File: config.mk
export PLATFORM = sky130hd
export DESIGN_NAME = mem_arbiter
export DESIGN_NICKNAME = d
export VERILOG_FILES = /design/src/rtl/mem_arbiter.sv
export SDC_FILE = /design/constraint.sdc
export NUM_CORES = 1
export LEC_CHECK = 0
export ABC_AREA = 1
export CORE_ASPECT_RATIO = 0.7
export CORE_MARGIN = 2
export CORE_UTILIZATION = 25
export DETAILED_ROUTE_END_ITERATION = 8
export PLACE_DENSITY_LB_ADDON = 0.1
export SLEW_MARGIN = 20
export SYNTH_ARGS = -nofsm -noshare
export SYNTH_HDL_FRONTEND = slang
export SYNTH_SLANG_ARGS = --single-unit
File: constraint.sdc
create_clock -name i_clk -period 1.8 [get_ports i_clk]
set_input_delay 0.27 -clock i_clk [delete_from_list [all_inputs] [get_ports i_clk]]
set_output_delay 0.27 -clock i_clk [all_outputs]
set_load 0.05 [all_outputs]
File: src/rtl/mem_arbiter.sv
// mem_arbiter: time-multiplexes one single-port memory between a cpu and a DMA engine.
// The cpu keeps the bus >= CPU_MIN cycles between DMA bursts; bursts last <= BURST_MAX cycles.
module mem_arbiter #(
    parameter int AW        = 16,
    parameter int DW        = 8,
    parameter int CPU_MIN   = 4,
    parameter int BURST_MAX = 4
) (
    input  logic          i_clk,
    input  logic          i_rst_n,
    input  logic          i_cpu_req,
    input  logic          i_cpu_we,
    input  logic [AW-1:0] i_cpu_addr,
    input  logic [DW-1:0] i_cpu_wdata,
    output logic          o_cpu_rdy,
    input  logic          i_dma_req,
    input  logic          i_dma_we,
    input  logic [AW-1:0] i_dma_addr,
    input  logic [DW-1:0] i_dma_wdata,
    output logic          o_dma_gnt,
    output logic [AW-1:0] o_mem_addr,
    output logic          o_mem_we,
    output logic [DW-1:0] o_mem_wdata,
    input  logic [DW-1:0] i_mem_rdata,
    output logic [DW-1:0] o_rd_data,
    output logic          o_owner
);
    localparam int CW = CPU_MIN > 1 ? $clog2(CPU_MIN) : 1;
    localparam int BW = BURST_MAX > 1 ? $clog2(BURST_MAX) : 1;
    localparam logic [CW-1:0] CPU_LAST = CW'(CPU_MIN - 1);
    localparam logic [BW-1:0] DMA_LAST = BW'(BURST_MAX - 1);

    typedef enum logic {OWN_CPU = 1'b0, OWN_DMA = 1'b1} owner_e;

    owner_e        r_owner, w_owner_nxt;
    logic [CW-1:0] r_cpu_cnt, w_cpu_cnt_nxt;
    logic [BW-1:0] r_dma_cnt, w_dma_cnt_nxt;
    logic          w_dma;

    always_ff @(posedge i_clk or negedge i_rst_n) begin
        if (!i_rst_n) begin
            r_owner   <= OWN_CPU;
            r_cpu_cnt <= '0;
            r_dma_cnt <= '0;
        end else begin
            r_owner   <= w_owner_nxt;
            r_cpu_cnt <= w_cpu_cnt_nxt;
            r_dma_cnt <= w_dma_cnt_nxt;
        end
    end

    // cpu_cnt saturates so an idle cpu lets DMA in on the very next cycle
    always_comb begin
        w_owner_nxt   = r_owner;
        w_cpu_cnt_nxt = r_cpu_cnt;
        w_dma_cnt_nxt = r_dma_cnt;
        if (r_owner == OWN_CPU) begin
            w_cpu_cnt_nxt = (r_cpu_cnt == CPU_LAST) ? r_cpu_cnt : r_cpu_cnt + 1'b1;
            if (i_dma_req && (r_cpu_cnt == CPU_LAST || !i_cpu_req)) begin
                w_owner_nxt   = OWN_DMA;
                w_dma_cnt_nxt = '0;
            end
        end else begin
            w_dma_cnt_nxt = (r_dma_cnt == DMA_LAST) ? '0 : r_dma_cnt + 1'b1;
            if (!i_dma_req || (r_dma_cnt == DMA_LAST && i_cpu_req)) begin
                w_owner_nxt   = OWN_CPU;
                w_cpu_cnt_nxt = '0;
            end
        end
    end

    // mem_we is gated by reset so nothing is written while the arbiter is held
    always_comb begin
        w_dma       = (r_owner == OWN_DMA);
        o_owner     = w_dma;
        o_cpu_rdy   = !w_dma;
        o_dma_gnt   = w_dma && i_dma_req;
        o_mem_addr  = w_dma ? i_dma_addr : i_cpu_addr;
        o_mem_wdata = w_dma ? i_dma_wdata : i_cpu_wdata;
        o_mem_we    = i_rst_n && (w_dma ? (i_dma_we && i_dma_req) : (i_cpu_we && i_cpu_req));
        o_rd_data   = i_mem_rdata;
    end
endmodule

======== Word-level counts from Yosys, hierarchy flattened ========
Cells that the tools add are included.
word-level totals
  word-level logic and storage cells ...... 34
  input bits .............................. 62
  output and inout bits ................... 36
  bits in registers ....................... 5
operators by class
  add/subtract/negate cells ............... 2
  mux-type cells .......................... 12
  equality and inequality tests ........... 4
  reduce and logical (&&, ||, !) cells .... 13
operators with widths
  cell                                                             number
  16-bit 2-to-1 mux                                                1
  2-bit 2-to-1 mux                                                 6
  8-bit 2-to-1 mux                                                 1
  1-bit logical AND                                                6
  2-bit by 1-bit adder with 2-bit output, second input constant    2
  2-bit == test, second input constant                             2
  1-bit 2-to-1 mux                                                 4
  1-bit logical NOT                                                3
  1-bit logical OR                                                 2
  2-bit by 1-bit != test with 1-bit output, second input constant  1
  2-bit != test, second input constant                             1
  2-bit AND reduction                                              1
  2-bit nonzero test                                               1

======== Depth between registers and ports, before layout ========
  depth after elaboration ................. 5
  mapped depth ............................ 6

======== Least setup slack after synthesis ========
Ideal clock, no wire load.
  kind .................................... flip-flop to output port
  from .................................... reg r_owner, in the netlist o_owner
  to ...................................... out o_mem_we
  setup slack ............................. -0.521 ns
  arrival ................................. 2.051 ns
  buffers on the path ..................... 1
  stages on the path, launching flop included .. 6
  data required time ...................... 1.530 ns
  cells stage by stage .................... dfrtp_1 buf_6 nand2_1 inv_1 nand2_1 a21boi_1
on the way
  cells in the longest elaborated chain, start to end .. 2
ends and longest elaborated chain
  element                 line  RTL
  start, declared         35    owner_e r_owner, w_owner_nxt;
  start signal, assigned  46    r_owner <= w_owner_nxt;
  1-bit 2-to-1 mux        80    o_mem_we = i_rst_n && (w_dma ? (i_dma_we && i_dma_req) : (i_cpu_we && i_cpu_req));
  1-bit logical AND       80
  end, declared           22    output logic o_mem_we,
Every way passes these cells.

======== Worst setup path in the final report ========
Ends and elaborated chain as after synthesis.

==> metrics <==
Longest Clk Path Bufs=2; final std cells w/o fill=230; met3 wire len=356 µm; worst vdd ir=0.000735 V; area of the multi-input gates=422 µm²; Reg2Reg Depth=5; post-synthesis sequential area ratio=19.4%; vias in the first global route=858; worst r2r src=o_owner; placed insts=226; status=finished, final reports clean; global-route wire length before repair=3730 µm; top layer in use=met3; Clk Latency, worst-skew pair=0.22 ns; DR vias/cell=4.19; Layout area overhead=175%; post-synthesis cell area=646 µm²; Slew Viols, Final=0; antenna violations before repair=0; Crit Path Category=reg -> out; final worst-path cycle share=94.2%; Clock Root Buffer=clkbuf_8; critical-path maximum fanout=9; initial core utilization=26.3%; Worst setup EP type=output port; Post-CTS Setup Bufs=0; placed cell areas=1730 µm²; Setup-failing EPs final=0; Num Clock Sinks=5; commonest non-fill, non-tap cell in the layout=nand2_1; Synth Area per Inst=5.34 µm²; Setup Total Neg Slack=0 ns; DR pass1 iterations=4; Max Cap Viol=0; DR iter-0 viols=10; # DRC=0; maximum clock rate=590 MHz; fin crit period=1.69 ns; Leakage Power=0.868 nW; TritonCTS clock tree=done; CP required=1.53 ns; Port Buf Inserts=81; FF/Latch Area=126 µm²; ANT cells=0; routed vias=963; worst hold path type=in -> async; Die Wd=64.7 µm; final hold violations=0; Final nets=261; Die Ht=46.5 µm; met2 routed WL=1160 µm; Post-CTS Hold Buffers=0; Total Wirelength=2490 µm; Synth Register Bits=5; WL/cell=10.8 µm; die area=3010 µm²; post-route cell area=1780 µm²; Worst-path clk slew=0.03 ns; actual slew at the worst max-slew pin=0.225 ns; R2R setup slack=0.60 ns; yosys warns=0; synth unique cells=15; area leader, netlist=nand2_1; CP Launch Type=flop; I/O pin cnt=98; ranking of synthesized cells by area=nand2_1 49%, dfrtp_1 19%, buf_4 9.3%; CTS buffer count=3; area of the core=2460 µm²; Mapped Cells=121; layout cells sized above 1=20.9%; gr ovfl total=0; largest net degree at the start of global routing=24; relative slew slack=85.0%; most frequent cells in the layout=85 x nand2_1, 53 x clkdlybuf4s50_1, 28 x buf_12; syn nets=185; Arr. time, crit path=1.42 ns; Core Rows=15; CTS resizes=0; reg-to-reg endpoint=r_cpu_cnt[0]; Power Density=1320 nW/µm²; GRT Overall Usage=15.9%; unrepaired setup endpoints after global routing=false; fill count=174; DRT antenna net count=0; htree depth=1; hpwl dp=2200 µm; top-area cell type share of the netlist area=49.4%; routability cong.=0.670; M1 WL=973 µm; Final Skew=0.00121 ns
## state kept, by name, summed over array words and instances, names as in the netlist
signal,flops
o_owner,1
r_cpu_cnt,2
r_dma_cnt,2
## stage by stage
stage	util, %	power, mW	hold WS [ns]	setup WS (ns)
after floorplan	-	1.23	-0.0256	0.0763
after global placement	70.4	2.12	0.484	0.169
after detailed placement	70.4	2.16	0.509	0.116
after CTS	72.2	2.37	0.384	0.0904
after global routing	72.2	2.47	0.401	0.00850
final	72.2	2.34	0.377	0.105
## report_power, final
| group | leakage [nW] | switching, mW | total (mW) | internal, mW |
|---|---|---|---|---|
| sequential | 0.0611 | 0.0478 | 0.212 | 0.165 |
| combinational | 0.784 | 1.04 | 1.92 | 0.882 |
| clock | 0.0228 | 0.0494 | 0.201 | 0.152 |
## worst max-delay path by stage
stage / slack (ns) / from / end / cells after the start
floorplan: 0.08 / o_owner / o_mem_we / 5
finish: 0.11 / o_owner / o_mem_we / 5
global route: 0.009 / o_owner / o_mem_we / 5
detailed placement: 0.12 / i_dma_req / o_mem_we / 6
global placement: 0.17 / i_dma_req / o_mem_we / 6
CTS: 0.09 / o_owner / o_mem_we / 5
## critical path, cell delays in order, from the launching register on
cell      delay (ns)
dfrtp_2         0.47
inv_1           0.10
buf_4           0.17
nand3_1         0.12
a21boi_4        0.20
buf_12          0.15
## area by class of cell
type	instances	share of cell area, %
repair buffers	85	63.1
multi-input cells	98	23.7
well taps	34	2.40
inverters	4	1.06
clock buffers	4	2.54
flip-flops and latches	5	7.12
## Yosys cell counts, drive strengths merged
master  count
o21ai       1
a21boi      1
buf        13
or2         2
ha          2
clkbuf      1
nand3       6
inv         4
nor2        1
nand2      85
dfrtp       5
## per-layer routing
layer	GRT usage [%]	up-vias
met2	26.8	63
li1	-	505
met4	3.83	0
met1	19.4	395
met3	6.36	0
met5	0	-
## kinds of logic (layout without fill, tap and decap cells)
kind of cell	after synthesis	after routing	synth area share, %
simple gates	94	94	57.8
compound gates	2	2	1.94
flops	5	5	19.4
fa+ha+maj	2	2	3.88
buf+inv	18	93	17.1
(Power assumes the default switching activity.)
